File: config.mk
export PLATFORM = sky130hd
export DESIGN_NAME = adder_arbiter
export DESIGN_NICKNAME = d
export VERILOG_FILES = /design/src/rtl/adder_pkg.sv /design/src/rtl/adder.sv /design/src/rtl/adder_arbiter.sv
export SDC_FILE = /design/constraint.sdc
export NUM_CORES = 1
export LEC_CHECK = 0
export CAP_MARGIN = 30
export CELL_PAD_IN_SITES_DETAIL_PLACEMENT = 1
export CELL_PAD_IN_SITES_GLOBAL_PLACEMENT = 1
export CORE_ASPECT_RATIO = 1.75
export CORE_MARGIN = 4
export CORE_UTILIZATION = 40
export CTS_BUF_LIST = sky130_fd_sc_hd__clkbuf_4
export DETAILED_ROUTE_END_ITERATION = 6
export DONT_BUFFER_PORTS = 1
export GPL_TIMING_DRIVEN = 0
export PLACE_DENSITY_LB_ADDON = 0.1
export SLEW_MARGIN = 20
export SYNTH_ARGS = -nofsm -noshare
export SYNTH_HDL_FRONTEND = slang
export SYNTH_HIERARCHICAL = 1
export SYNTH_SLANG_ARGS = --single-unit
File: constraint.sdc
create_clock -name clk -period 6.5 [get_ports clk]
set_input_delay 0.65 -clock clk [delete_from_list [all_inputs] [get_ports clk]]
set_output_delay 0.65 -clock clk [all_outputs]
set_load 0.005 [all_outputs]
File: src/rtl/adder_pkg.sv
// Shared definitions for the adder/arbiter slice.
//   DEF_WIDTH   : default operand/result width in bits
//   DEF_NUM_REQ : default number of requesters
//   state_t     : response-register state (IDLE = empty, RESP = holding result)
package adder_pkg;

    localparam int unsigned DEF_WIDTH   = 32;
    localparam int unsigned DEF_NUM_REQ = 4;

    typedef enum logic {
        IDLE = 1'b0,
        RESP = 1'b1
    } state_t;

endpackage

File: src/rtl/adder.sv
// Combinational add/subtract datapath.
//   i_1, i_2      : operands (WIDTH bits)
//   invert_i_2    : 1 = i_1 - i_2 (two's complement via ~i_2 + 1), 0 = i_1 + i_2
//   o             : result modulo 2^WIDTH
//   overflow_flag : add -> unsigned carry-out; sub -> borrow (i_1 < i_2 unsigned)
//   zero_flag     : o == 0
module adder #(
    parameter int unsigned WIDTH = 32
) (
    input  logic [WIDTH-1:0] i_1,
    input  logic [WIDTH-1:0] i_2,
    input  logic             invert_i_2,
    output logic [WIDTH-1:0] o,
    output logic             overflow_flag,
    output logic             zero_flag
);

    logic [WIDTH-1:0] operand_b;
    logic [WIDTH:0]   sum_ext;

    always_comb begin
        operand_b = invert_i_2 ? ~i_2 : i_2;
        sum_ext   = {1'b0, i_1} + {1'b0, operand_b} + {{WIDTH{1'b0}}, invert_i_2};
        o         = sum_ext[WIDTH-1:0];
        // For subtraction the carry-out is the inverse of the borrow.
        overflow_flag = sum_ext[WIDTH] ^ invert_i_2;
        zero_flag     = (sum_ext[WIDTH-1:0] == '0);
    end

endmodule

File: src/rtl/adder_arbiter.sv
// Round-robin arbiter in front of a single shared adder with a one-entry
// response register.
//   clk, rst_n             : clock, synchronous active-low reset
//   req_valid/req_ready    : per-requester handshake (req_ready one-hot or zero)
//   req_op1, req_op2       : packed operands, requester k at [k*WIDTH +: WIDTH]
//   req_sub                : per-requester 1 = subtract, 0 = add
//   rsp_valid/rsp_ready    : response handshake
//   rsp_id                 : index of the requester that produced the result
//   rsp_result             : sum/difference modulo 2^WIDTH
//   rsp_overflow, rsp_zero : carry/borrow and zero flags of the result
module adder_arbiter
    import adder_pkg::*;
#(
    parameter int unsigned WIDTH   = DEF_WIDTH,
    parameter int unsigned NUM_REQ = DEF_NUM_REQ
) (
    input  logic                         clk,
    input  logic                         rst_n,
    input  logic [NUM_REQ-1:0]           req_valid,
    output logic [NUM_REQ-1:0]           req_ready,
    input  logic [NUM_REQ*WIDTH-1:0]     req_op1,
    input  logic [NUM_REQ*WIDTH-1:0]     req_op2,
    input  logic [NUM_REQ-1:0]           req_sub,
    output logic                         rsp_valid,
    input  logic                         rsp_ready,
    output logic [$clog2(NUM_REQ)-1:0]   rsp_id,
    output logic [WIDTH-1:0]             rsp_result,
    output logic                         rsp_overflow,
    output logic                         rsp_zero
);

    localparam int unsigned IDW = $clog2(NUM_REQ);

    state_t           state, state_next;
    logic [IDW-1:0]   ptr;
    logic [IDW-1:0]   win;
    logic             found;
    logic             grant;
    logic [IDW-1:0]   idx;
    logic [WIDTH-1:0] op1_sel, op2_sel;
    logic             sub_sel;
    logic [WIDTH-1:0] sum;
    logic             ovf;
    logic             zero;

    // Winner search: first asserted req_valid at or after ptr, wrapping.
    always_comb begin
        win   = '0;
        found = 1'b0;
        idx   = '0;
        for (int unsigned i = 0; i < NUM_REQ; i++) begin
            idx = IDW'((32'(ptr) + i) % NUM_REQ);
            if (!found && req_valid[idx]) begin
                found = 1'b1;
                win   = idx;
            end
        end
    end

    // Operand mux feeding the shared adder.
    always_comb begin
        op1_sel = '0;
        op2_sel = '0;
        sub_sel = 1'b0;
        for (int unsigned k = 0; k < NUM_REQ; k++) begin
            if (IDW'(k) == win) begin
                op1_sel = req_op1[k*WIDTH +: WIDTH];
                op2_sel = req_op2[k*WIDTH +: WIDTH];
                sub_sel = req_sub[k];
            end
        end
    end

    adder #(
        .WIDTH(WIDTH)
    ) u_adder (
        .i_1          (op1_sel),
        .i_2          (op2_sel),
        .invert_i_2   (sub_sel),
        .o            (sum),
        .overflow_flag(ovf),
        .zero_flag    (zero)
    );

    // Grant only when the response register is free or being drained now.
    always_comb begin
        grant      = rst_n && found && ((state == IDLE) || rsp_ready);
        req_ready  = '0;
        if (grant) begin
            req_ready[win] = 1'b1;
        end
        state_next = state;
        unique case (state)
            IDLE: if (grant) state_next = RESP;
            RESP: begin
                if (grant) begin
                    state_next = RESP;
                end else if (rsp_ready) begin
                    state_next = IDLE;
                end
            end
            default: state_next = IDLE;
        endcase
    end

    always_ff @(posedge clk) begin
        if (!rst_n) begin
            state <= IDLE;
        end else begin
            state <= state_next;
        end
    end

    always_ff @(posedge clk) begin
        if (!rst_n) begin
            ptr          <= '0;
            rsp_id       <= '0;
            rsp_result   <= '0;
            rsp_overflow <= 1'b0;
            rsp_zero     <= 1'b0;
        end else if (grant) begin
            ptr          <= (32'(win) == NUM_REQ - 1) ? '0 : win + 1'b1;
            rsp_id       <= win;
            rsp_result   <= sum;
            rsp_overflow <= ovf;
            rsp_zero     <= zero;
        end
    end

    assign rsp_valid = (state == RESP);

endmodule

* After elaboration in Yosys (flattened, before gate mapping)
Cells that the tools add are included.
Widths: inputs -> output; s select.
** Word-level totals
- Bits in registers :: 39
- Input port bits :: 267
- Word-level logic and storage cells :: 74
** Operators by class
- $add $sub $neg :: 6
- Order comparisons :: 6
- Equality and inequality tests :: 4
- Muxes and demuxes :: 37
- Bitwise operators :: 3
- Reductions and logical operators :: 12
** Operator list (count)
- $mux 32 :: 9
- $add 32x32->33 :: 1
- $add 33x1->33 :: 1
- $logic_not 32->1 :: 1
- $not 32->32 :: 1
- $mux 1 :: 16
- $lt 2x3->1 const B :: 5
- $mux 2 :: 5
- $bmux 1 s2 :: 4
- $logic_and 1x1->1 :: 6
- $add 2x1->2 const B :: 2
- $add 2x2->2 const B :: 2
- $eq 2x2->1 const A :: 2
- $mux 4 :: 1
- $logic_not 1->1 :: 3
- $demux 1 s2 :: 1
- $eq 1x2->1 const A :: 1
- $eq 2x2->1 const B :: 1
- $ge 2x1->1 const B :: 1
- $logic_not 2->1 :: 1
- $pmux 1 s2 :: 1
- $logic_or 1x1->1 :: 1
- $not 1->1 :: 1
- $xor 1x1->1 :: 1

* Longest topological paths before layout
Gate-level depths: netlist of run 1.
- Depth in word-level cells :: 22
- Gate-level depth with buffers :: 27

* Hierarchy
Netlist of run 1, hierarchy kept.
** Modules (own cells, without submodules)
- adder_arbiter :: instances 1, cells each 498, area an instance 3463.3 um^2
- adder :: instances 1, cells each 310, area an instance 2238.4 um^2

* Worst setup path before layout of run 1
No wires, ideal clock.
- Path type :: input to register
- From :: input req_valid[3]
- To :: register rsp_zero
- Setup time :: 59 ps
- Arrival time :: 6492 ps
- Required time :: 6441 ps
- Slack :: -51 ps
- Cell stages on the path :: 26
- Buffers on the path :: 5
- Path through :: nand2b_1 a21oi_1 or4_1 inv_1 ha_1 clkbuf_1 clkbuf_1 clkbuf_1 nand2_1 o31ai_1 buf_2 buf_1 xor2_1 ha_1 nor2b_4 o31a_4 a221oi_4 nand2_2 xor2_1 or4_1 or4_1 or4b_1 or4_1 nor4_2 nand2_1 nand2_1
** On the way
- Elaborated cells on any way between the ends :: 45
- Those cells by class :: add/sub (2); eq/ne (3); mux (29); bitwise (1); reduce/logical (10)
** RTL lines
- from (decl) :: line adder_arbiter.sv:19 : input logic [NUM_REQ-1:0] req_valid,
- $bmux 1 s2 :: line adder_arbiter.sv:53 : if (!found && req_valid[idx]) begin
- $mux 1 (not written as such) :: line adder_arbiter.sv:53
- $mux 1 :: line adder_arbiter.sv:53
- $logic_not 1->1 :: line adder_arbiter.sv:53
- $logic_and 1x1->1 :: line adder_arbiter.sv:53
- $mux 1 :: line adder_arbiter.sv:53
- $logic_not 1->1 :: line adder_arbiter.sv:53
- $logic_and 1x1->1 :: line adder_arbiter.sv:53
- [... 4 more ...]
- net win[0] :: line adder_arbiter.sv:36 : logic [IDW-1:0] win;
- [... 4 more ...]
- $mux 1 (*) :: line adder_arbiter.sv:66 : if (IDW'(k) == win) begin
- net sub_sel :: line adder_arbiter.sv:41 : logic sub_sel;
- $mux 32 :: line adder.sv:22 : operand_b = invert_i_2 ? ~i_2 : i_2;
- $add 32x32->33 :: line adder.sv:23 : sum_ext = {1'b0, i_1} + {1'b0, operand_b} + {{WIDTH{1'b0}}, invert_i_2};
- $add 33x1->33 (*) :: line adder.sv:23
- net sum[12] :: line adder_arbiter.sv:42 : logic [WIDTH-1:0] sum;
- $logic_not 32->1 (*) :: line adder.sv:27 : zero_flag = (sum_ext[WIDTH-1:0] == '0);
- net zero :: line adder_arbiter.sv:44 : logic zero;
- to (signal assigned) :: line adder_arbiter.sv:126 : rsp_zero <= zero;
- to (decl) :: line adder_arbiter.sv:29 : output logic rsp_zero
The timed path passes the listed nets; every way through them passes the cells marked *. The select of a mux whose other input is x is not followed.
A chain may end at the register's enable or synchronous reset.

* Worst setup path in the final report of run 1
- From :: register ptr[1]
- To :: register rsp_zero
** On the way
- Cells in the longest elaborated chain, start to end :: 22
- Elaborated cells on any way between the ends :: 48
- Those cells by class :: add/sub (5); eq/ne (3); mux (29); bitwise (1); reduce/logical (10)
** RTL lines
- from (decl) :: line adder_arbiter.sv:35 : logic [IDW-1:0] ptr;
- from (signal assigned) :: line adder_arbiter.sv:122 : ptr <= (32'(win) == NUM_REQ - 1) ? '0 : win + 1'b1;
- parallel branches: the longest is 11 deep, another holds $add 2x1->2
- $mux 2 (*) :: line adder_arbiter.sv:53
- $logic_not 2->1 :: line adder_arbiter.sv:66
- $mux 32 (3 in a row) :: line adder_arbiter.sv:66
- $mux 32 (*) :: line adder_arbiter.sv:66
- net op2_sel[0] :: line adder_arbiter.sv:40 : logic [WIDTH-1:0] op1_sel, op2_sel;
- $not 32->32 :: line adder.sv:22
- $mux 32 (*) :: line adder.sv:22
- $add 32x32->33 (*) :: line adder.sv:23
- $add 33x1->33 (*) :: line adder.sv:23
- net sum[10] :: line adder_arbiter.sv:42
- $logic_not 32->1 (*) :: line adder.sv:27
- net zero :: line adder_arbiter.sv:44
Mark *: on every way through the listed nets, which the timed path passes. The select of a mux whose other input is x is not followed.

==> summary.txt, run 1 <==
Status
  • Status: completed

Clock network
  • Clock transition time at the flip-flop clock pins of the worst setup and hold paths: 0.13 ns
  • H-tree lvl count: 2
  • Clock Tree Buf Depth: 2
  • Clk sinks: 39
  • Root Buffer: clkbuf_4
  • Worst-skew pair later-pin latency: 0.36 ns
  • CTS Buf Count: 5
  • CTS tree: done
  • Post-CTS Hold Buffers: 0

Timing
  • Max Freq: 156 MHz
  • Count of pins over their slew limit: 0
  • Hold_ws: 0.485 ns
  • Fin crit share: 98.5%
  • Setup violators final: 0
  • Worst Clk Skew: 0.0101 ns
  • Count of final hold-check violations: 0
  • Crit path time final: 6.40 ns
  • Tightest Pin Transition: 0.689 ns
  • Final worst slack: 0.0978 ns
  • Slew HR: 54.1%

Synth
  • Synth Net Count: 1,113
  • Mapped Area: 5700 µm²
  • Synth area leaders: dfxtp_1 (14%), nand2_1 (10%), a221oi_1 (10%)
  • Top-area cell type share of the netlist area: 13.7%
  • Synthesized netlist cell count: 808
  • Avg Cell Area, Syn: 7.06 µm²
  • Synth warn: 6
  • Cell accounting for the most synthesized area: dfxtp_1
  • Share of flip-flops with an asynchronous set or reset: 0%
  • Distinct cells, synth: 71
  • Yosys reg bits: 39
  • Share of the yosys chip area belonging to registers: 13.7%
  • Top FF cell, synth: dfxtp_1
  • EDFF count, synth: 0

Pwr
  • Part of the power in combinational logic: 86.2%
  • Flop pwr share: 9.2%
  • VDD IR max: 192 µV
  • Net Sw Frac: 55.8%
  • Leak: 0.00262 µW
  • Pwr Density: 683 nW/µm²
  • Clock share of power: 4.6%
  • Internal: 1970 µW
  • NetSw: 2480 µW

Critical path
  • Crit Path Class: flip-flop to flip-flop
  • Worst reg2reg path endpoint: rsp_zero
  • R2R Setup Slk: 0.1 ns
  • Crit. End Element: flip-flop
  • Reg2reg start: ptr[1]
  • CP Max Fanout: 6
  • Data required time at the worst endpoint: 6.81 ns
  • Startpoint Class: flip-flop
  • R2R depth: 23
  • Crit path DAT: 6.71 ns

Final layout
  • Final core occ: 46.8%
  • Area grow syn2layout: 14.2%
  • Nets: 1,135
  • Commonest non-fill, non-tap cell in the layout: nand2_1
  • Most frequent cells in the layout: nand2_1 (155), nor2b_1 (65), a221oi_1 (59), o31ai_1 (59), nand3_1 (41)
  • Share of post-route cells with drive strength above 1: 14.2%

GRT
  • Largest net degree at the start of global routing: 14
  • Initial antenna violation count: 5
  • Number of global-route vias before repair: 6,978
  • Global-route wire length before repair: 38,700 µm
  • Total track usage: 29.7%
  • Grt ovf: 0

Routing
  • DR vias/cell: 6.45
  • Drt pass-1 iters: 5
  • Average routed wire per standard cell: 25.9 µm
  • DRT iter0 DRCs: 322
  • Via count: 6,536
  • Final ANT Viol Nets: 0
  • Final WL: 26,300 µm
  • # DRC: 0

Floorplan
  • Initial Utilization: 41.0%
  • Die Y: 166 µm
  • # rows: 57
  • Num ports: 308
  • Die Wd: 98.3 µm
  • Core ar.: 13,900 µm²
  • DIE AREA: 16,300 µm²

Place
  • IO buf count: 0
  • Post-place setup slack: -1.66 ns
  • GPL Wtd Cong: 0.965
  • HPWL Detailed: 22,500 µm

Flow run
  • Max-Cap Viols: 0

Worst hold path
  • Hold Path Class: flip-flop to flip-flop
  • Worst Hold Depth: 2
  • Hold_sp: rsp_overflow
  • Hold-critical path endpoint: rsp_overflow
==> worst max path at each step <==
stage / slack, ns / cells past startpoint / start / end
2_1_floorplan: 0.04 / 27 / req_valid[3] / rsp_zero
3_3_place_gp: -1.59 / 27 / req_valid[3] / rsp_zero
3_5_place_dp: -1.66 / 27 / req_valid[3] / rsp_zero
4_1_cts: 0.007 / 25 / ptr[1] / rsp_zero
5_1_grt: -0.05 / 24 / ptr[1] / rsp_zero
6_report: 0.1 / 23 / ptr[1] / rsp_zero
==> synth_stat cells (12+ instances only) <==
| master | n |
|---|---|
| nand2_1 | 155 |
| nor2b_1 | 66 |
| xor2_1 | 41 |
| a221oi_1 | 65 |
| dfxtp_1 | 39 |
| a21oi_1 | 39 |
| o21ai_0 | 23 |
| inv_1 | 12 |
| nor2_1 | 22 |
| clkbuf_1 | 47 |
| nand3_1 | 41 |
| a21o_1 | 17 |
| o31ai_1 | 65 |
| xnor2_1 | 19 |
| ha_1 | 37 |
==> power by group through the flow <==
stage | logic, µW | clock network, µW | registers, µW
floorplan | 2580 | 0 | 394
global placement | 3410 | 0 | 414
detailed placement | 3490 | 0 | 418
CTS | 3590 | 212 | 413
global route | 4210 | 218 | 423
finish | 3830 | 206 | 409
==> per-stage QoR <==
stage | instance area [µm²] | TNS [ns] | instances | total power (µW)
2_1_floorplan | 5700 | 0 | 808 | 2980
3_3_place_gp | 5920 | -3.73 | 985 | 3830
3_5_place_dp | 5920 | -4.44 | 985 | 3900
4_1_cts | 6160 | 0 | 993 | 4220
5_1_grt | 6510 | -0.0520 | 1013 | 4850
6_report | 6510 | 0 | 1014 | 4450
==> timing repair <==
action                                  CTS  global route
buffers inserted                          2            16
resized for setup                        38            62
cloned                                    0             0
endpoints found under the setup margin    8             1
pin swaps                                 2            20
==> area by class of cell <==
type,instances,area (µm²)
Antenna cell,6,15.0
Clock inverter,3,67.6
Inverter,12,47.5
Sequential cell,39,786
Buffer,67,419
Multi-Input combinational cell,687,4780
Timing Repair Buffer,18,136
Fill cell,1787,7400
Tap cell,177,221
Clock buffer,5,37.5
==> critical path: stages, from the launching register on <==
cell	delay (ns)
dfxtp_4	0.40
mux2i_1	0.18
nor2_1	0.08
or4_4	0.55
buf_6	0.15
ha_4	0.17
nor2b_4	0.16
clkbuf_2	0.15
a221oi_1	0.35
o31ai_2	0.15
mux2i_2	0.27
fa_2	0.29
nor2b_4	0.05
o31a_4	0.37
buf_4	0.14
a32oi_1	0.21
xnor2_1	0.12
or4_1	0.53
or4_1	0.51
or4b_1	0.57
or4_4	0.51
nor4_4	0.28
nand2_1	0.09
nand2_1	0.05
==> layer usage <==
layer  global-route usage [%]  wire length (µm)  up-vias
li1                         -                 -     3021
met1                     31.4              9460     3152
met2                     55.9             14200      304
met3                     5.00              1530       59
met4                     14.1              1070        0
met5                        0                 0        -
==> registers in the layout, indices dropped and copies added (netlist names) <==
signal,count
ptr,2
rsp_id,2
rsp_overflow,1
rsp_result,32
rsp_valid,1
rsp_zero,1
==> cell families (layout without fill, tap and decap cells) <==
logic type                 count (synthesis)  after routing  share of synthesized area [%]
AOI/OAI and AO/OA                        251            251                           32.5
xor gates and xnor gates                  60             60                           9.22
adders and majority gates                 38             38                           8.47
buffers and inverters                     82            105                           6.61
DFF                                       39             39                           13.7
muxes                                      2              2                          0.417
other                                      0              6                              0
and+or+nand+nor                          336            336                           29.1
No activity file was read; power rests on OpenSTA's default activity.
==> run 2, diff against run 1 <==
--- a/config.mk
+++ b/config.mk
@@ -11,7 +11,7 @@
 export CORE_ASPECT_RATIO = 1.75
 export CORE_MARGIN = 4
 export CORE_UTILIZATION = 40
-export CTS_BUF_LIST = sky130_fd_sc_hd__clkbuf_4
+export CTS_BUF_LIST = sky130_fd_sc_hd__clkbuf_4 sky130_fd_sc_hd__clkbuf_8
 export DETAILED_ROUTE_END_ITERATION = 6
 export DONT_BUFFER_PORTS = 1
 export GPL_TIMING_DRIVEN = 0
==> run 2 against run 1 <==
  * Sequential power barely moved
  * Critical path type unchanged
  * Global-route usage rose by 0.059 points
  * Routed wire length rose by 0.74%
  * Largest power group unchanged
  * Worst hold slack got worse by 0.0053 ns
==> summary.txt, run 2 (same netlist as run 1, synthesis figures left out) <==
Status
  • Status: completed

GRT
  • Global-route wire length before repair: 38,800 µm
  • Total track usage: 29.8%
  • Number of global-route vias before repair: 7,024
  • Initial antenna violation count: 5
  • Grt ovf: 0
  • Largest net degree at the start of global routing: 14

Routing
  • # DRC: 0
  • DR vias/cell: 6.44
  • Average routed wire per standard cell: 26.2 µm
  • Via count: 6,516
  • DRT iter0 DRCs: 369
  • Final WL: 26,500 µm
  • Final ANT Viol Nets: 0
  • Drt pass-1 iters: 5

Pwr
  • Net Sw Frac: 55.5%
  • Leak: 0.00264 µW
  • Pwr Density: 689 nW/µm²
  • Part of the power in combinational logic: 85.5%
  • Internal: 2010 µW
  • Clock share of power: 5.4%
  • VDD IR max: 204 µV
  • Flop pwr share: 9.1%
  • NetSw: 2510 µW
  • Pwr Total: 4520 µW

Flow run
  • Max-Cap Viols: 0

Clock network
  • Post-CTS Hold Buffers: 0
  • H-tree lvl count: 2
  • CTS Buf Count: 5
  • Clock transition time at the flip-flop clock pins of the worst setup and hold paths: 0.08 ns
  • CTS tree: done
  • Root Buffer: clkbuf_8
  • Clk sinks: 39
  • Clock Tree Buf Depth: 2
  • Worst-skew pair later-pin latency: 0.31 ns

Timing
  • Setup violators final: 0
  • Count of pins over their slew limit: 0
  • Crit path time final: 6.40 ns
  • Fin crit share: 98.4%
  • Max Freq: 156 MHz
  • Tightest Pin Transition: 0.678 ns
  • Count of final hold-check violations: 0
  • Slew HR: 54.8%
  • Worst Clk Skew: 0.00906 ns
  • Setup_tns: 0 ns

Floorplan
  • Num ports: 308
  • DIE AREA: 16,300 µm²
  • Initial Utilization: 41.0%
  • # rows: 57
  • Core ar.: 13,900 µm²
  • Die Wd: 98.3 µm
  • Die Y: 166 µm

Worst hold path
  • Hold Path Class: flip-flop to flip-flop
  • Hold_sp: rsp_result[15]

Final layout
  • Regs by FF count: rsp_result (32), ptr (2), rsp_id (2)
  • FF/Latch Area: 786 µm²
  • Nets: 1,135
  • Area grow syn2layout: 15.1%
  • Largest reg by FF count: rsp_result
  • Most frequent cells in the layout: nand2_1 (155), nor2b_1 (65), o31ai_1 (59), a221oi_1 (57), nand3_1 (41)
  • Multi-input gate area: 4790 µm²
  • Filler cells: 1,781
  • Finished Cell Area: 6560 µm²
  • Max reg flops: 32
  • Share of post-route cells with drive strength above 1: 14.7%
  • Commonest non-fill, non-tap cell in the layout: nand2_1

Critical path
  • Worst path slowest cell: or4b_1
  • Top delay family on crit path: simple AND/OR/NAND/NOR gates
  • Max stage delay on crit path: 0.57 ns
  • CP Max Fanout: 6
  • Critical path, cell by cell: mux2i_1 > nor2_1 > or4_4 > buf_6 > ha_4 > nor2b_4 > clkbuf_2 > a221oi_1 > o31ai_2 > mux2i_2 > fa_2 > nor2b_4 > o31a_4 > buf_4 > a32oi_1 > xnor2_1 > or4_1 > or4_1 > or4b_1 > or4_4 > nor4_4 > nand2_1 > nand2_1
  • Startpoint Class: flip-flop
  • Buffers and inverters on the worst path: 3
  • CP startpoint: ptr[1]
  • Crit Path Class: flip-flop to flip-flop
  • Data required time at the worst endpoint: 6.75 ns
  • Reg2reg start: ptr[1]
  • Crit path DAT: 6.64 ns
  • Crit. End Element: flip-flop

Place
  • GPL Wtd Cong: 0.965
  • HPWL Detailed: 22,500 µm
  • Placement Cell Area: 5920 µm²
  • IO buf count: 0
[run 2: changes by cell type in the layout (fill, tap and decap cells not counted), moves of 2 or more]
cell / change
buf_8: +3
buf_6: -2
clkbuf_8: +4
a221oi_2: +2
a221oi_1: -2
clkbuf_4: -5
diode_2: -2
[run 2: area by class of cell]
type | count | area share, %
antenna | 4 | 0.153
buffer | 67 | 6.54
clock buffer | 5 | 1.05
clock inverter | 3 | 1.03
inverter | 12 | 0.725
multi-input combinational | 687 | 73.1
sequential | 39 | 12.0
tap | 177 | 3.38
timing repair buffer | 18 | 2.08
[run 2: power groups by stage]
stage / Clock (µW) / Combinational (µW) / Sequential [µW]
after detailed placement: 0 / 3490 / 418
after floorplan: 0 / 2580 / 394
after global routing: 255 / 4220 / 424
final: 245 / 3870 / 411
after global placement: 0 / 3410 / 414
after CTS: 249 / 3600 / 414
[run 2: tightest hold or removal path, stage by stage (launching register included)]
cell	delay, ns
dfxtp_1	0.33
nand3_1	0.07
nand2_1	0.05
[run 2: per-stage QoR]
step | util, % | hold WS (ns) | std cells | setup slack, ns
finish | 47.2 | 0.479 | 1012 | 0.102
global route | 47.2 | 0.499 | 1012 | -0.0634
CTS | 44.6 | 0.485 | 993 | 0.00218
detailed placement | 42.6 | 0.473 | 985 | -1.66
global placement | 42.6 | 0.467 | 985 | -1.59
floorplan | - | 0.450 | 808 | 0.0370
[run 2: worst paths after layout]
kind / to / slack (ns) / depth (start not counted)
setup / recovery: rsp_zero / 0.10 / 23
hold / removal: rsp_result[15] / 0.48 / 2
setup reg to reg: rsp_zero / 0.10 / 23
hold reg to reg: rsp_result[15] / 0.48 / 2
[run 2: per-layer routing]
metal / vias to the layer above / track usage (%) / routed length [µm] / share of wire, %
li1: 3018 / - / - / -
met1: 3156 / 31.5 / 9530 / 36
met2: 283 / 56.1 / 14500 / 55
met3: 57 / 4.79 / 1500 / 5.7
met4: 2 / 14.2 / 967 / 3.7
met5: - / 0 / 7 / 0.026
[run 2: what timing repair did]
item | CTS | global route
endpoints found under the setup margin | 8 | 1
resized for setup | 40 | 68
setup buffers | 2 | 16
pin swaps | 2 | 18
